**config.mk**
```make
export PLATFORM = sky130hd
export DESIGN_NAME = alu_op_decode
export DESIGN_NICKNAME = d
export VERILOG_FILES = /design/src/rtl/alu_op_decode.sv
export SDC_FILE = /design/constraint.sdc
export NUM_CORES = 1
export LEC_CHECK = 0
export ABC_CLOCK_PERIOD_IN_PS = 7100
export BUFFER_PORTS_ARGS = -buffer_cell sky130_fd_sc_hd__buf_2
export CAP_MARGIN = 20
export CORE_ASPECT_RATIO = 1.1
export CORE_MARGIN = 1.5
export CORE_UTILIZATION = 40
export CTS_BUF_LIST = sky130_fd_sc_hd__clkbuf_8
export CTS_CLUSTER_DIAMETER = 80
export DETAILED_ROUTE_END_ITERATION = 8
export MAX_ROUTING_LAYER = met4
export PLACE_DENSITY = 0.64
export SYNTH_ARGS = -nofsm -noshare
export SYNTH_HDL_FRONTEND = slang
export SYNTH_SLANG_ARGS = --single-unit
```
**constraint.sdc**
```tcl
create_clock -name clk -period 7.1 [get_ports clk]
set_input_delay 0.355 -clock clk [delete_from_list [all_inputs] [get_ports clk]]
set_output_delay 0.355 -clock clk [all_outputs]
set_load 0.05 [all_outputs]
```
**src/rtl/alu_op_decode.sv**
```systemverilog
// alu_op_decode: registered decode stage for RV32I OP / OP-IMM instruction words.
// Turns each accepted word into the 6-bit ALU op code, the register indices,
// the second-operand immediate and the alu/illegal flags. It has a main output
// register and a one-entry skid buffer, so it runs at full throughput while
// in_ready still comes straight from a flop.
//
// Ports:
//   clk, reset            clock; asynchronous active-high reset
//   flush                 synchronous discard of all held entries
//   in_valid/in_ready     upstream handshake (in_ready registered, = !skid valid)
//   in_instr, in_pc       instruction word and its address
//   out_valid/out_ready   downstream handshake
//   out_op                {imm form, alt, alu, funct3}
//   out_rs1/rs2/rd        register indices (rs2 = 0 for OP-IMM)
//   out_imm               second-operand immediate (0 for OP)
//   out_alu, out_illegal  legal ALU instruction / malformed instruction
//   out_pc                in_pc of the presented entry
module alu_op_decode #(
  parameter int unsigned PC_W = 32
) (
  input  logic            clk,
  input  logic            reset,
  input  logic            flush,
  input  logic            in_valid,
  output logic            in_ready,
  input  logic [31:0]     in_instr,
  input  logic [PC_W-1:0] in_pc,
  output logic            out_valid,
  input  logic            out_ready,
  output logic [5:0]      out_op,
  output logic [4:0]      out_rs1,
  output logic [4:0]      out_rs2,
  output logic [4:0]      out_rd,
  output logic [31:0]     out_imm,
  output logic            out_alu,
  output logic            out_illegal,
  output logic [PC_W-1:0] out_pc
);

  localparam int unsigned XLEN  = 32;
  localparam int unsigned OP_W  = 6;
  localparam int unsigned REG_W = 5;

  localparam logic [6:0] OPC_OP     = 7'b0110011;
  localparam logic [6:0] OPC_OP_IMM = 7'b0010011;
  localparam logic [6:0] F7_ZERO    = 7'b0000000;
  localparam logic [6:0] F7_ALT     = 7'b0100000;

  typedef struct packed {
    logic [OP_W-1:0]  op;
    logic [REG_W-1:0] rs1;
    logic [REG_W-1:0] rs2;
    logic [REG_W-1:0] rd;
    logic [XLEN-1:0]  imm;
    logic             alu;
    logic             illegal;
    logic [PC_W-1:0]  pc;
  } entry_t;

  typedef enum logic [1:0] {
    EMPTY = 2'd0,
    ONE   = 2'd1,
    TWO   = 2'd2
  } state_t;

  state_t state_q;
  entry_t main_q;
  entry_t skid_q;
  logic   in_ready_q;
  logic   out_valid_q;
  entry_t dec_d;

  logic [6:0] opcode;
  logic [2:0] funct3;
  logic [6:0] funct7;
  logic       in_fire;
  logic       out_fire;

  assign opcode   = in_instr[6:0];
  assign funct3   = in_instr[14:12];
  assign funct7   = in_instr[31:25];
  assign in_fire  = in_valid & in_ready_q;
  assign out_fire = out_valid_q & out_ready;

  // Combinational decode of the incoming word; captured only on in_fire.
  logic             imm_legal;
  logic             imm_alt;
  logic [XLEN-1:0]  imm_val;
  always_comb begin
    imm_legal = 1'b1;
    imm_alt   = 1'b0;
    imm_val   = {{20{in_instr[31]}}, in_instr[31:20]};
    if (funct3 == 3'b001) begin
      imm_legal = (funct7 == F7_ZERO);
      imm_val   = {27'b0, in_instr[24:20]};
    end else if (funct3 == 3'b101) begin
      imm_legal = (funct7 == F7_ZERO) || (funct7 == F7_ALT);
      imm_alt   = in_instr[30];
      imm_val   = {27'b0, in_instr[24:20]};
    end

    dec_d     = '0;
    dec_d.rs1 = in_instr[19:15];
    dec_d.rs2 = in_instr[24:20];
    dec_d.rd  = in_instr[11:7];
    dec_d.pc  = in_pc;
    if (in_instr[1:0] != 2'b11) begin
      dec_d.illegal = 1'b1;
    end else if (opcode == OPC_OP) begin
      if ((funct7 == F7_ZERO) ||
          ((funct7 == F7_ALT) && ((funct3 == 3'b000) || (funct3 == 3'b101)))) begin
        dec_d.alu = 1'b1;
        dec_d.op  = {1'b0, in_instr[30], 1'b1, funct3};
      end else begin
        dec_d.illegal = 1'b1;
      end
    end else if (opcode == OPC_OP_IMM) begin
      dec_d.rs2 = '0;
      if (imm_legal) begin
        dec_d.alu = 1'b1;
        dec_d.op  = {1'b1, imm_alt, 1'b1, funct3};
        dec_d.imm = imm_val;
      end else begin
        dec_d.illegal = 1'b1;
      end
    end
  end

  // Main/skid occupancy FSM with registered handshake outputs.
  always_ff @(posedge clk or posedge reset) begin
    if (reset) begin
      state_q     <= EMPTY;
      main_q      <= '0;
      skid_q      <= '0;
      in_ready_q  <= 1'b1;
      out_valid_q <= 1'b0;
    end else if (flush) begin
      state_q     <= EMPTY;
      main_q      <= '0;
      skid_q      <= '0;
      in_ready_q  <= 1'b1;
      out_valid_q <= 1'b0;
    end else begin
      case (state_q)
        EMPTY: begin
          if (in_fire) begin
            main_q      <= dec_d;
            state_q     <= ONE;
            out_valid_q <= 1'b1;
          end
        end
        ONE: begin
          if (in_fire && out_fire) begin
            main_q <= dec_d;
          end else if (in_fire) begin
            skid_q     <= dec_d;
            state_q    <= TWO;
            in_ready_q <= 1'b0;
          end else if (out_fire) begin
            state_q     <= EMPTY;
            out_valid_q <= 1'b0;
          end
        end
        TWO: begin
          // in_ready is low here, so only the drain side can move.
          if (out_fire) begin
            main_q     <= skid_q;
            state_q    <= ONE;
            in_ready_q <= 1'b1;
          end
        end
        default: begin
          state_q     <= EMPTY;
          in_ready_q  <= 1'b1;
          out_valid_q <= 1'b0;
        end
      endcase
    end
  end

  assign in_ready    = in_ready_q;
  assign out_valid   = out_valid_q;
  assign out_op      = main_q.op;
  assign out_rs1     = main_q.rs1;
  assign out_rs2     = main_q.rs2;
  assign out_rd      = main_q.rd;
  assign out_imm     = main_q.imm;
  assign out_alu     = main_q.alu;
  assign out_illegal = main_q.illegal;
  assign out_pc      = main_q.pc;

endmodule
```
==> flow_metrics.py <==
metrics = {
    "global_routing": {
        "gr-usage-met1_pct": 24.5,
        "grt_pass1_vias": 4949,
        "grt.overflow.total": 0,
        "grt_antenna_before_repair": 0,
        "grt_use_total_pct": 19.9,
        "groute.layer.met2.usage_pct": 31.7,
        "globalRouteMet3Util_pct": 4.63,
        "grt_start_max_net_pins": 108,
        "most_crowded_layer_after_global_routing": "met2",
        "grt_pass1_wl_um": 24700,
    },
    "synthesis": {
        "syn-num-nets": 636,
        "synthArstFlopShare_pct": 100,
        "synth_largest_area_cell": "dfrtp_1",
        "synth_top_cell_area_share_pct": 54.2,
        "synthesis.instances": 563,
        "multiplexer_fraction_of_the_synthesized_cell_area_pct": 8.47,
        "synth_sequential_area_ratio_pct": 54.6,
        "synthAdderAreaFrac_pct": 0.803,
        "postSynthAreaPerCell_sq_um": 11.1,
        "compound_gate_portion_of_the_synthesized_area_pct": 20.1,
        "synth_simple_gate_area_share_pct": 10.2,
        "netlist-cell-type-count": 50,
        "ys.flop_type": "dfrtp_1",
        "ys_seq_elements": 136,
        "synth_area_leaders": "dfrtp_1 (54%), a22o_1 (8.7%), mux2i_1 (7.4%)",
        "synth_enable_flop_cells": 0,
        "synth_area_sq_mm": 0.00623,
        "synth.yosys.warnings": 0,
        "post_synth_xor_area_fraction_pct": 0.140,
        "synth_top_family_by_area": "compound AO/OA/AOI/OAI gates",
    },
    "clock_tree": {
        "htreeDepth": 4,
        "cts.sink_count": 136,
        "cts_made_buffers": 17,
        "cts_max_path_buffers": 2,
        "worst_setup_hold_path_clk_slew_ps": 70,
        "ctsHoldBuffers": 0,
        "post_cts_buffers": 0,
        "clk_latency_ps": 440,
        "clk_root_buffer_cell": "clkbuf_8",
        "postCtsResizedCells": 0,
        "clock_tree_from_tritoncts": "done",
    },
    "run": {
        "cap_violations": 0,
    },
    "timing": {
        "max_freq_ghz": 0.385,
        "hold_violations": 0,
        "fin_skew_ps": 6.82,
        "max-slew-margin-rel_pct": 34.2,
        "rsz0062_at_grt": "false",
        "post-route-period-util_pct": 36.6,
        "fin_crit_ps": 2600,
        "setup_violations": 0,
        "timing_worst_slew_pin_value_ps": 987,
        "final_max_slew_viol_count": 0,
        "finalSetupTns_ps": 0,
    },
    "layout": {
        "ant_diodes": 0,
        "final_core_util_pct": 48.7,
        "flow.area_growth_from_synthesis_pct": 18.5,
        "drive_above_1_share_pct": 30.4,
        "final_net_count": 754,
        "layoutNonFillerInstCount": 886,
    },
    "floorplan": {
        "design.portCount": 158,
        "core-area_sq_mm": 0.0152,
        "design.die.area_sq_mm": 0.0163,
        "die_x_um": 122,
        "num_rows": 47,
        "die_height_um": 134,
        "start_util_pct": 41.1,
    },
    "pwr": {
        "power-per-cell-area_mw_per_mm2": 372,
        "switching_power_w": 0.00122,
        "leakagePower_nw": 3.55,
        "p_seq_share_pct": 37.0,
        "intPower_w": 0.00153,
        "clock_power_share_pct": 21.0,
        "p_sw_share_pct": 44.4,
        "max_rail_drop_vdd_mv": 0.163,
        "power.share.combinational_pct": 42.0,
    },
    "route": {
        "drt_drc_violations_left": 0,
        "post_drt_via_cell_ratio": 5.49,
        "finalWirelength_um": 14900,
        "detail_route.iter0.violations": 336,
        "dr_total_vias": 4867,
        "ant_nets": 0,
        "drtPass1Iterations": 6,
        "drt-wirelength-per-cell_um": 16.8,
    },
    "placed_design": {
        "routabilityCongestion": 0.853,
        "post-dp-hpwl_um": 9670,
        "buffer_ports.inserted": 157,
        "place.detailed.instances": 857,
    },
    "worst_setup_path": {
        "worst-endpoint-required_ps": 7430,
        "arrival_time_of_data_at_the_critical_path_endpoint_ps": 2930,
        "worstRegToRegCells": 6,
        "worstSetupEndpointType": "flip-flop",
        "critical_setup_path_class": "reg2reg",
        "cp-start-kind": "flip-flop",
        "worst-path-max-fanout": 62,
    },
    "hold_path": {
        "worst_hold_path_type": "in2async",
    },
    "outcome": {
        "status": "complete, no violations",
    },
}
-- sequential cells by signal (all words and copies together), names as in the netlist --
register     cells
in_ready         1
out_illegal      1
out_imm         12
out_op           6
out_pc          32
out_rd           5
out_rs1          5
out_rs2          5
out_valid        1
skid_q          66
state_q          2
-- worst max-delay path, cell delays in order, from the launching register on --
cell	delay, ps
dfrtp_1	420
inv_1	140
ha_4	400
buf_4	730
nand2_1	160
a31oi_1	250
mux2_2	360
-- cells in the mapped netlist, types with 4 or more instances --
cell and number:
a211oi_1 45, a21oi_1 15, a221oi_1 5, a22o_1 62, buf_2 4, buf_4 22, clkbuf_1 35, dfrtp_1 135
ha_1 4, mux2_2 6, mux2i_1 46, nand2_1 39, nand3_1 14, nor2_1 61, nor3_1 8, o21ai_0 13
-- layout by cell type (no fill, tap or decap), types with 2 or more instances in the layout --
cell / n
buf_2: 157
dfrtp_1: 135
a22o_1: 62
nor2_1: 61
mux2i_1: 46
a211oi_1: 45
nand2_1: 39
clkbuf_8: 21
a21oi_1: 15
nand3_1: 14
o21ai_0: 13
nor3_1: 8
mux2_2: 6
buf_4: 6
a221oi_1: 5
inv_1: 5
and3_1: 3
or3_1: 3
nand3b_1: 3
o41ai_1: 3
ha_1: 3
clkinv_2: 3
nor2b_1: 2
nand2b_1: 2
-- worst paths after layout --
kind,from,end,slack [ps]
worst max-delay path,state_q[0]$_DFFE_PP0P_,state_q[0]$_DFFE_PP0P_,4500
max in group asynchronous,reset,out_pc[19]$_DFFE_PP0P_,5850
worst min-delay path,reset,skid_q[21]$_DFFE_PP0P_,50
worst min register to register,skid_q[84]$_DFFE_PP0P_,skid_q[84]$_DFFE_PP0P_,470
worst max register to register,state_q[0]$_DFFE_PP0P_,state_q[0]$_DFFE_PP0P_,4500
min in group clk,in_pc[3],skid_q[3]$_DFFE_PP0P_,150
-- area by class of cell --
| class | count | area (sq um) |
|---|---|---|
| Tap cell | 196 | 245 |
| Sequential cell | 136 | 3400 |
| Clock inverter | 7 | 56.3 |
| Multi-Input combinational cell | 359 | 2520 |
| Timing Repair Buffer | 164 | 851 |
| Clock buffer | 21 | 289 |
| Inverter | 3 | 16.3 |
| Fill cell | 1449 | 7780 |
-- through the flow --
step                      instance area [sq um]  hold WS [ps]  power [W]  setup slack [ps]
after detailed placement                   7020           455    0.00219              4380
after global placement                     7020           452    0.00216              4470
final                                      7390          45.1    0.00275              4500
after floorplan                            6230           438    0.00190              3110
after global routing                       7390          96.8    0.00291              4260
after CTS                                  7370          62.5    0.00277              4380
-- power by group through the flow --
| stage | Combinational (W) | Sequential [W] | Clock [W] |
|---|---|---|---|
| CTS | 0.00116 | 0.00102 | 0.000597 |
| detailed placement | 0.00116 | 0.00103 | 0 |
| global route | 0.00124 | 0.00104 | 0.000632 |
| finish | 0.00115 | 0.00102 | 0.000576 |
| global placement | 0.00114 | 0.00103 | 0 |
| floorplan | 0.000470 | 0.00143 | 0 |
-- kinds of logic after synthesis --
| logic type | Yosys count |
|---|---|
| AO/OA/AOI/OAI | 159 |
| XOR/XNOR | 1 |
| adder cells (fa/ha/maj) | 4 |
| buffers and inverters | 68 |
| flip-flops | 136 |
| multiplexers | 52 |
| AND/OR/NAND/NOR | 143 |
-- routing by layer --
metal / up-vias / part of all wire, %
li1: 2280 / -
met1: 2387 / 43
met2: 178 / 49
met3: 22 / 6.0
met4: 0 / 1.9
met5: - / 0
Note: power is estimated with default switching activity, not from simulation.
